`src/rtl/spi_tx_pkg.sv`:
```
// spi_tx_pkg: shared state type and frame constants for the CIPO path.
// Define SPI_TX_PARITY_EN to append an odd-parity bit to every frame.
package spi_tx_pkg;

  typedef enum logic [1:0] {
    IDLE,
    LOAD,
    SHIFT,
    NEXT
  } tx_state_t;

`ifdef SPI_TX_PARITY_EN
  localparam int FRAME_LEN = 9;
`else
  localparam int FRAME_LEN = 8;
`endif

  localparam int         CNT_W         = 4;
  localparam logic [7:0] IDLE_BYTE_DEF = 8'hA5;

  function automatic logic [FRAME_LEN-1:0] frame_bits(
    input logic [7:0] b
  );
`ifdef SPI_TX_PARITY_EN
    return {b, ~^b};
`else
    return b;
`endif
  endfunction

endpackage

```
`src/rtl/spi_sync_edge.sv`:
```
// spi_sync_edge: N-flop synchronizer plus a delayed copy of the
// synchronized level, giving one-cycle rise/fall pulses in clk.
module spi_sync_edge #(
  parameter int   STAGES  = 2,
  parameter logic RST_VAL = 1'b0
) (
  input  logic clk,
  input  logic rst,
  input  logic d,
  output logic rise,
  output logic fall
);

  logic [STAGES-1:0] sync_q;
  logic              prev_q;

  always_ff @(posedge clk or posedge rst) begin
    if (rst) begin
      sync_q <= {STAGES{RST_VAL}};
      prev_q <= RST_VAL;
    end else begin
      sync_q <= {sync_q[STAGES-2:0], d};
      prev_q <= sync_q[STAGES-1];
    end
  end

  assign rise = sync_q[STAGES-1] & ~prev_q;
  assign fall = ~sync_q[STAGES-1] & prev_q;

endmodule

```
`src/rtl/spi_cipo_transmitter.sv`:
```
// spi_cipo_transmitter: SPI mode-0 CIPO shifter, clk-domain only.
// Optional odd parity bit per frame via SPI_TX_PARITY_EN.
module spi_cipo_transmitter
  import spi_tx_pkg::*;
#(
  parameter logic [7:0] IDLE_BYTE   = IDLE_BYTE_DEF,
  parameter int         SYNC_STAGES = 2
) (
  input  logic       clk,
  input  logic       rst,
  input  logic       SCLK,
  input  logic       spi_cs_n,
  output logic       CIPO,
  output logic       cipo_oe,
  input  logic [7:0] tx_data,
  input  logic       tx_valid,
  output logic       tx_ready,
  output logic       byte_sent,
  output logic       tx_underrun,
  output logic       tx_abort,
  output logic       busy
);

  localparam logic [CNT_W-1:0] LAST_BIT = CNT_W'(FRAME_LEN);

  tx_state_t            state_q, state_d;
  logic [FRAME_LEN-1:0] shift_q, shift_d;
  logic [CNT_W-1:0]     cnt_q, cnt_d;
  logic [7:0]           hold_q, hold_d;
  logic                 full_q, full_d;
  logic                 sent_q, sent_d;
  logic                 under_q, under_d;
  logic                 abort_q, abort_d;
  logic                 sclk_rise, sclk_fall;
  logic                 cs_rise, cs_fall;
  logic                 accept;

  spi_sync_edge #(
    .STAGES  (SYNC_STAGES),
    .RST_VAL (1'b0)
  ) u_sclk (
    .clk  (clk),
    .rst  (rst),
    .d    (SCLK),
    .rise (sclk_rise),
    .fall (sclk_fall)
  );

  spi_sync_edge #(
    .STAGES  (SYNC_STAGES),
    .RST_VAL (1'b1)
  ) u_cs (
    .clk  (clk),
    .rst  (rst),
    .d    (spi_cs_n),
    .rise (cs_rise),
    .fall (cs_fall)
  );

  assign accept = tx_valid & ~full_q;

  always_ff @(posedge clk or posedge rst) begin
    if (rst) begin
      state_q <= IDLE;
      shift_q <= '0;
      cnt_q   <= '0;
      hold_q  <= '0;
      full_q  <= 1'b0;
      sent_q  <= 1'b0;
      under_q <= 1'b0;
      abort_q <= 1'b0;
    end else begin
      state_q <= state_d;
      shift_q <= shift_d;
      cnt_q   <= cnt_d;
      hold_q  <= hold_d;
      full_q  <= full_d;
      sent_q  <= sent_d;
      under_q <= under_d;
      abort_q <= abort_d;
    end
  end

  always_comb begin
    state_d = state_q;
    shift_d = shift_q;
    cnt_d   = cnt_q;
    hold_d  = hold_q;
    full_d  = full_q;
    sent_d  = 1'b0;
    under_d = 1'b0;
    abort_d = 1'b0;
    if (accept) begin
      hold_d = tx_data;
      full_d = 1'b1;
    end
    // Deselect wins over any SCLK edge seen in the same cycle.
    if (cs_rise && state_q != IDLE) begin
      state_d = IDLE;
      shift_d = '0;
      cnt_d   = '0;
      abort_d = (state_q == LOAD) || (state_q == SHIFT);
    end else begin
      unique case (state_q)
        IDLE: begin
          if (cs_fall) state_d = LOAD;
        end
        LOAD: begin
          if (full_q) begin
            shift_d = frame_bits(hold_q);
            full_d  = 1'b0;
          end else begin
            shift_d = frame_bits(IDLE_BYTE);
            under_d = 1'b1;
          end
          cnt_d   = '0;
          state_d = SHIFT;
        end
        SHIFT: begin
          if (sclk_rise) begin
            cnt_d = cnt_q + 1'b1;
            if (cnt_d == LAST_BIT) begin
              sent_d  = 1'b1;
              state_d = NEXT;
            end
          end else if (sclk_fall && cnt_q < LAST_BIT) begin
            shift_d = {shift_q[FRAME_LEN-2:0], 1'b0};
          end
        end
        NEXT: begin
          if (sclk_fall) state_d = LOAD;
        end
        default: state_d = IDLE;
      endcase
    end
  end

  assign CIPO        = shift_q[FRAME_LEN-1];
  assign cipo_oe     = (state_q != IDLE);
  assign busy        = cipo_oe;
  assign tx_ready    = ~full_q;
  assign byte_sent   = sent_q;
  assign tx_underrun = under_q;
  assign tx_abort    = abort_q;

endmodule

```
`config.mk`:
```
export PLATFORM = sky130hd
export DESIGN_NAME = spi_cipo_transmitter
export DESIGN_NICKNAME = d
export VERILOG_FILES = /design/src/rtl/spi_tx_pkg.sv /design/src/rtl/spi_sync_edge.sv /design/src/rtl/spi_cipo_transmitter.sv
export SDC_FILE = /design/constraint.sdc
export NUM_CORES = 1
export LEC_CHECK = 0
export CAP_MARGIN = 20
export CORE_MARGIN = 3
export CORE_UTILIZATION = 53
export DETAILED_ROUTE_END_ITERATION = 10
export GPL_ROUTABILITY_DRIVEN = 0
export MAX_ROUTING_LAYER = met4
export PLACE_DENSITY_LB_ADDON = 0.15
export SETUP_SLACK_MARGIN = 0.1
export SYNTH_ARGS = -nofsm -noshare
export SYNTH_HDL_FRONTEND = slang
export SYNTH_SLANG_ARGS = --single-unit
export TNS_END_PERCENT = 30
```
`constraint.sdc`:
```
create_clock -name clk -period 2.2 [get_ports clk]
set_input_delay 0.66 -clock clk [delete_from_list [all_inputs] [get_ports clk]]
set_output_delay 0.66 -clock clk [all_outputs]
set_load 0.01 [all_outputs]
```
* Word-level counts from Yosys, hierarchy flattened
Index checks and enable logic that the tools add are counted.
Word-level totals: flip-flop bits (word level) 32, input port bits 13, word-level logic and storage cells 69
Cells by class: add/sub/neg operators 1, magnitude comparators 1, equal/unequal tests 10, muxes and demuxes 26, bitwise logic cells 10, reductions and logical operators 9
Operators with widths (number):
- two-way mux 8 bit | 4
- case mux 8 bit (2 select lines) | 1
- two-way mux 1 bit | 12
- inequality test 3 bit (second input constant) | 4
- two-way mux 2 bit | 5
- two-way mux 4 bit | 2
- case mux 2 bit (4 select lines) | 1
- case mux 4 bit (2 select lines) | 1
- inequality test 3 x 2 -> 1 bit (second input constant) | 2
- AND 1 bit | 5
- NOT 1 bit | 5
- adder 4 x 1 -> 4 bit (second input constant) | 1
- equality test 2 bit (second input constant) | 2
- equality test 4 bit (second input constant) | 1
- less-than comparator 4 bit (second input constant) | 1
- AND reduction 4 bit | 1
- AND reduction 3 bit | 1
- nonzero test 3 bit | 1
- equality test 2 x 1 -> 1 bit (second input constant) | 1
- logical AND 1 bit | 2
- logical NOT 2 bit | 1
- AND reduction 2 bit | 1
- nonzero test 2 bit | 1
- logical OR 1 bit | 1

* Logic depth before layout (Yosys ltp)
Gate-level depths: netlist (run 1).
depth in word-level cells 7, gate-level depth with buffers 7

* Modules after synthesis
A second synthesis (run 1) with hierarchy kept.
Unflattened totals: cell total of the unflattened synthesis 128, area total of the unflattened synthesis 1526.5 um2
By module, submodules not included:
- spi_cipo_transmitter | times used 1, cells an instance 116, area an instance 1335.0 um2
- spi_sync_edge at u_cs | times used 1, cells an instance 6, area an instance 97.6 um2
- spi_sync_edge at u_sclk | times used 1, cells an instance 6, area an instance 93.8 um2

* Worst setup path before layout (run 1)
OpenSTA, ideal clock, no wires.
path type register to output, from reg state_q[1], to out cipo_oe, data arrival time 0.927 ns, required time 1.540 ns, setup slack 0.613 ns, stages on the path, launching flop included 5, path buffers 1, path through dfrtp_1 -> inv_1 -> ha_1 -> inv_1 -> buf_4
Between the ends: word-level cells in the longest chain between the ends 1
RTL lines:
- start: declaration | line spi_cipo_transmitter.sv:26 | tx_state_t state_q, state_d;
- start signal: assignment | line spi_cipo_transmitter.sv:73 | state_q <= state_d;
- nonzero test 2 bit | line spi_cipo_transmitter.sv:139 | assign cipo_oe = (state_q != IDLE);
- end: declaration | line spi_cipo_transmitter.sv:14 | output logic cipo_oe,
No other way between the ends.

* Worst setup path after layout (run 1)
Same ends and word-level chain as after synthesis.

==> results of run 1 <==
-- power groups by stage --
stage | clock network (W) | logic, W | registers [W]
final | 0.000320 | 0.000937 | 0.000919
after global routing | 0.000362 | 0.00105 | 0.000950
after CTS | 0.000335 | 0.000912 | 0.000915
after detailed placement | 0 | 0.000885 | 0.000940
after global placement | 0 | 0.000853 | 0.000929
after floorplan | 0 | 0.000634 | 0.000915
-- worst max-delay path by stage --
stage,from,slack [ns],to,depth (start not counted)
final,state_q[1],0.17,cipo_oe,4
after global routing,state_q[0],0.09,cipo_oe,4
after CTS,state_q[0],0.1,cipo_oe,4
after detailed placement,state_q[1],0.20,cipo_oe,4
after global placement,state_q[1],0.26,cipo_oe,4
after floorplan,state_q[1],0.61,cipo_oe,4
-- per-layer routing --
metal  vias to the layer above  part of all wire [%]
li1                        519                     -
met2                        27                    47
met4                         0                   1.7
met3                         5                   4.5
met1                       515                    46
met5                         -                     0
-- stage by stage --
step	std cells	total power [W]	area [um^2]	util, %
after global placement	182	0.00178	1720	66.5
after detailed placement	182	0.00182	1720	66.5
final	192	0.00218	1810	69.7
after floorplan	134	0.00155	1500	-
after global routing	192	0.00236	1810	69.7
after CTS	192	0.00216	1790	69.1
-- registers in the layout, indices dropped and copies added, names as in the netlist --
name,count
tx_abort,1
u_sclk.prev_q,1
shift_q,8
u_cs.sync_q,2
u_cs.prev_q,1
byte_sent,1
u_sclk.sync_q,2
cnt_q,4
full_q,1
hold_q,8
tx_underrun,1
state_q,2
-- worst register-to-register path, delay by kind of cell (launching register included) --
kind                       cells  cell delay, ns
DFF                            1            0.39
muxes                          1            0.33
buffers and inverters          2            0.37
adders and majority gates      1            0.38
and+or+nand+nor                3            0.35
-- area by class of cell --
type / count / area (um^2) / share of cell area, %
flip-flops and latches: 32 / 806 / 44.6
multi-input cells: 91 / 651 / 36.0
repair buffers: 25 / 235 / 13.0
clock buffers: 6 / 41.3 / 2.29
well taps: 30 / 37.5 / 2.08
inverters: 6 / 22.5 / 1.25
clock inverters: 2 / 12.5 / 0.693
-- cells by family after synthesis --
kind of cell               synth area share (%)
AOI/OAI and AO/OA                          11.1
xor gates and xnor gates                   1.17
adders and majority gates                  4.17
buffers and inverters                      3.76
DFF                                        53.7
muxes                                      8.76
and+or+nand+nor                            17.4
-- synthesized netlist by cell type, drive strengths merged (2+ instances only) --
| cell | count |
|---|---|
| dfrtp | 29 |
| buf | 5 |
| dfstp | 3 |
| mux2i | 3 |
| nor2b | 2 |
| nand2b | 4 |
| inv | 6 |
| nand2 | 10 |
| mux2 | 9 |
| nor2 | 14 |
| o22ai | 4 |
| nor3b | 4 |
| o21ai | 8 |
| and3 | 2 |
| a21oi | 9 |
| nand3 | 2 |
| ha | 5 |
-- repair_timing --
action	in CTS	in global routing
setup endpoints to repair	2	3
setup buffers	2	0
pin swaps	0	1
resized for setup	2	4
cloned	0	0
-- placed cells by master, fill, tap and decap left out, types with 2 or more instances in the layout --
master and instances:
nand2b_1 4, nor3b_1 3, clkbuf_4 5, a21oi_1 9
inv_1 6, dfstp_2 3, o22ai_1 3, mux2_2 3
o21ai_0 8, nor2b_1 2, dlygate4sd2_1 2, nor2_1 14
ha_1 4, clkdlybuf4s50_1 16, mux2i_1 3, nand2_1 9
and3_1 2, dfrtp_1 28, mux2_1 6, buf_4 6
==> summary.txt, run 1 <==
Clock power frac: 14.7%
Final Hold Viols: 0
Comb power frac: 43.1%
Chip Width: 59.2 um
fin nets: 179
origin of the critical flop-to-flop path: state_q[0]
arrival time of the worst setup path: 1.37 ns
Hold Path Sink: u_sclk.sync_q[1]
r2r setup slk: 0.34 ns
worst-margin pin slew: 0.421 ns
skew final: 0.0147 ns
Yosys top cell by area: dfrtp_1
Vias/cell: 5.55
DR WL/cell: 14.4 um
RSZ-0062 raised after global routing: yes
relative slew slack: 71.7%
antenna-violating nets left: 0
DRC: 0
final worst slack: 0.170 ns
hold_sp: u_sclk.sync_q[0]
startpoint types: flip-flop
max incr delay on CP: 0.40 ns
GRT met2 Usage: 27.8%
ys async rst share: 100%
number of diodes: 0
Synth Instances: 134
Sw Ratio: 36.8%
LEAKAGE: 0.832 nW
total grt overflow: 0
number of synthesized register bits: 32
Cells on Worst Hold Path: 0
CTS Buffer Depth: 2
DIE AREA: 0.00350 mm^2
min cycle time layout: 2.03 ns
# hold bufs at CTS: 0
top-level port count: 20
Hold Slack: 0.355 ns
worst hold path class: reg -> reg
critical path class: reg -> out
global-route wire length before repair: 4640 um
pre-CTS WS: 0.197 ns
nature of the critical path endpoint: output pin
largest net degree at the start of global routing: 33
drt pass-1 iters: 4
status: finished clean
CP required: 1.54 ns
PD cells: 1200 mW/mm^2
CP most frequent cell: inv_1
vias post-DR: 1066
warnings from Yosys: 0
Post-Syn Area: 0.00150 mm^2
fmax: 493 MHz
Worst-path clk slew: 0.09 ns
Seq/Total Area, Yosys: 53.7%
GR Util met3: 5.88%
Final Cycle Share: 92.3%
Seq pwr share: 42.2%
share of the synthesized area in the top cell type: 48.4%
met1 Use GR: 23.0%
TritonCTS clock tree: built
internal power: 0.00137 W
H-tree levels: 2
Post-synth EDFFs: 0
Initial Util: 57.9%
Core Area: 0.00259 mm^2
worst r2r path cells: 7
initial DRC count: 40
Max stage delay cell, worst path: dfrtp_1
DRT Wirelength: 2760 um
IO buf count: 19
Tot GR Track Use: 18.5%
Clock Latency Late Sink: 0.34 ns
setup TNS: 0 ns
layout filler cell count: 205
Clock Sinks: 32
VDD IR max: 0.936 mV
mean post-synth cell area: 11.2 um^2
Root Buffer Master: clkbuf_4
top cells by area, synth: dfrtp_1, dfstp_2, mux2_1, ha_1, nor2_1
Max-cap violations: 0
critical path's top delay family: buffers and inverters
cts bufs inserted: 5
Die Y: 59.2 um
Worst Path Max Fanout: 4
row cnt: 18
vias in the first global route: 1042
Setup violations, final: 0
layout cells sized above 1: 15.4%
Synth Flop Type: dfrtp_1
critical-path cell list: inv_1, ha_4, inv_1, dlygate4sd2_1
fin. max-slew vios: 0
Mapped Nets: 152
Area growth syn-to-layout: 20.5%
Unique masters post-synth: 39
initial antenna violation count: 0
Crit Reg-Reg Endpoint: cnt_q[3]
GR peak layer: met2
detailed placer's ending HPWL: 1970 um
CP bufs+invs: 3
Switch Pwr: 0.000801 W
Power figures use the tool's default switching activity.
==> inputs of run 2 (changes only) <==
--- a/config.mk
+++ b/config.mk
@@ -5,6 +5,7 @@
 export SDC_FILE = /design/constraint.sdc
 export NUM_CORES = 1
 export LEC_CHECK = 0
+export ABC_CLOCK_PERIOD_IN_PS = 2200
 export CAP_MARGIN = 20
 export CORE_MARGIN = 3
 export CORE_UTILIZATION = 53
@@ -16,4 +17,4 @@
 export SYNTH_ARGS = -nofsm -noshare
 export SYNTH_HDL_FRONTEND = slang
 export SYNTH_SLANG_ARGS = --single-unit
-export TNS_END_PERCENT = 30
+export TNS_END_PERCENT = 10
==> results of run 2 <==
Final layout, timing and power as in run 1 (identical DEF).
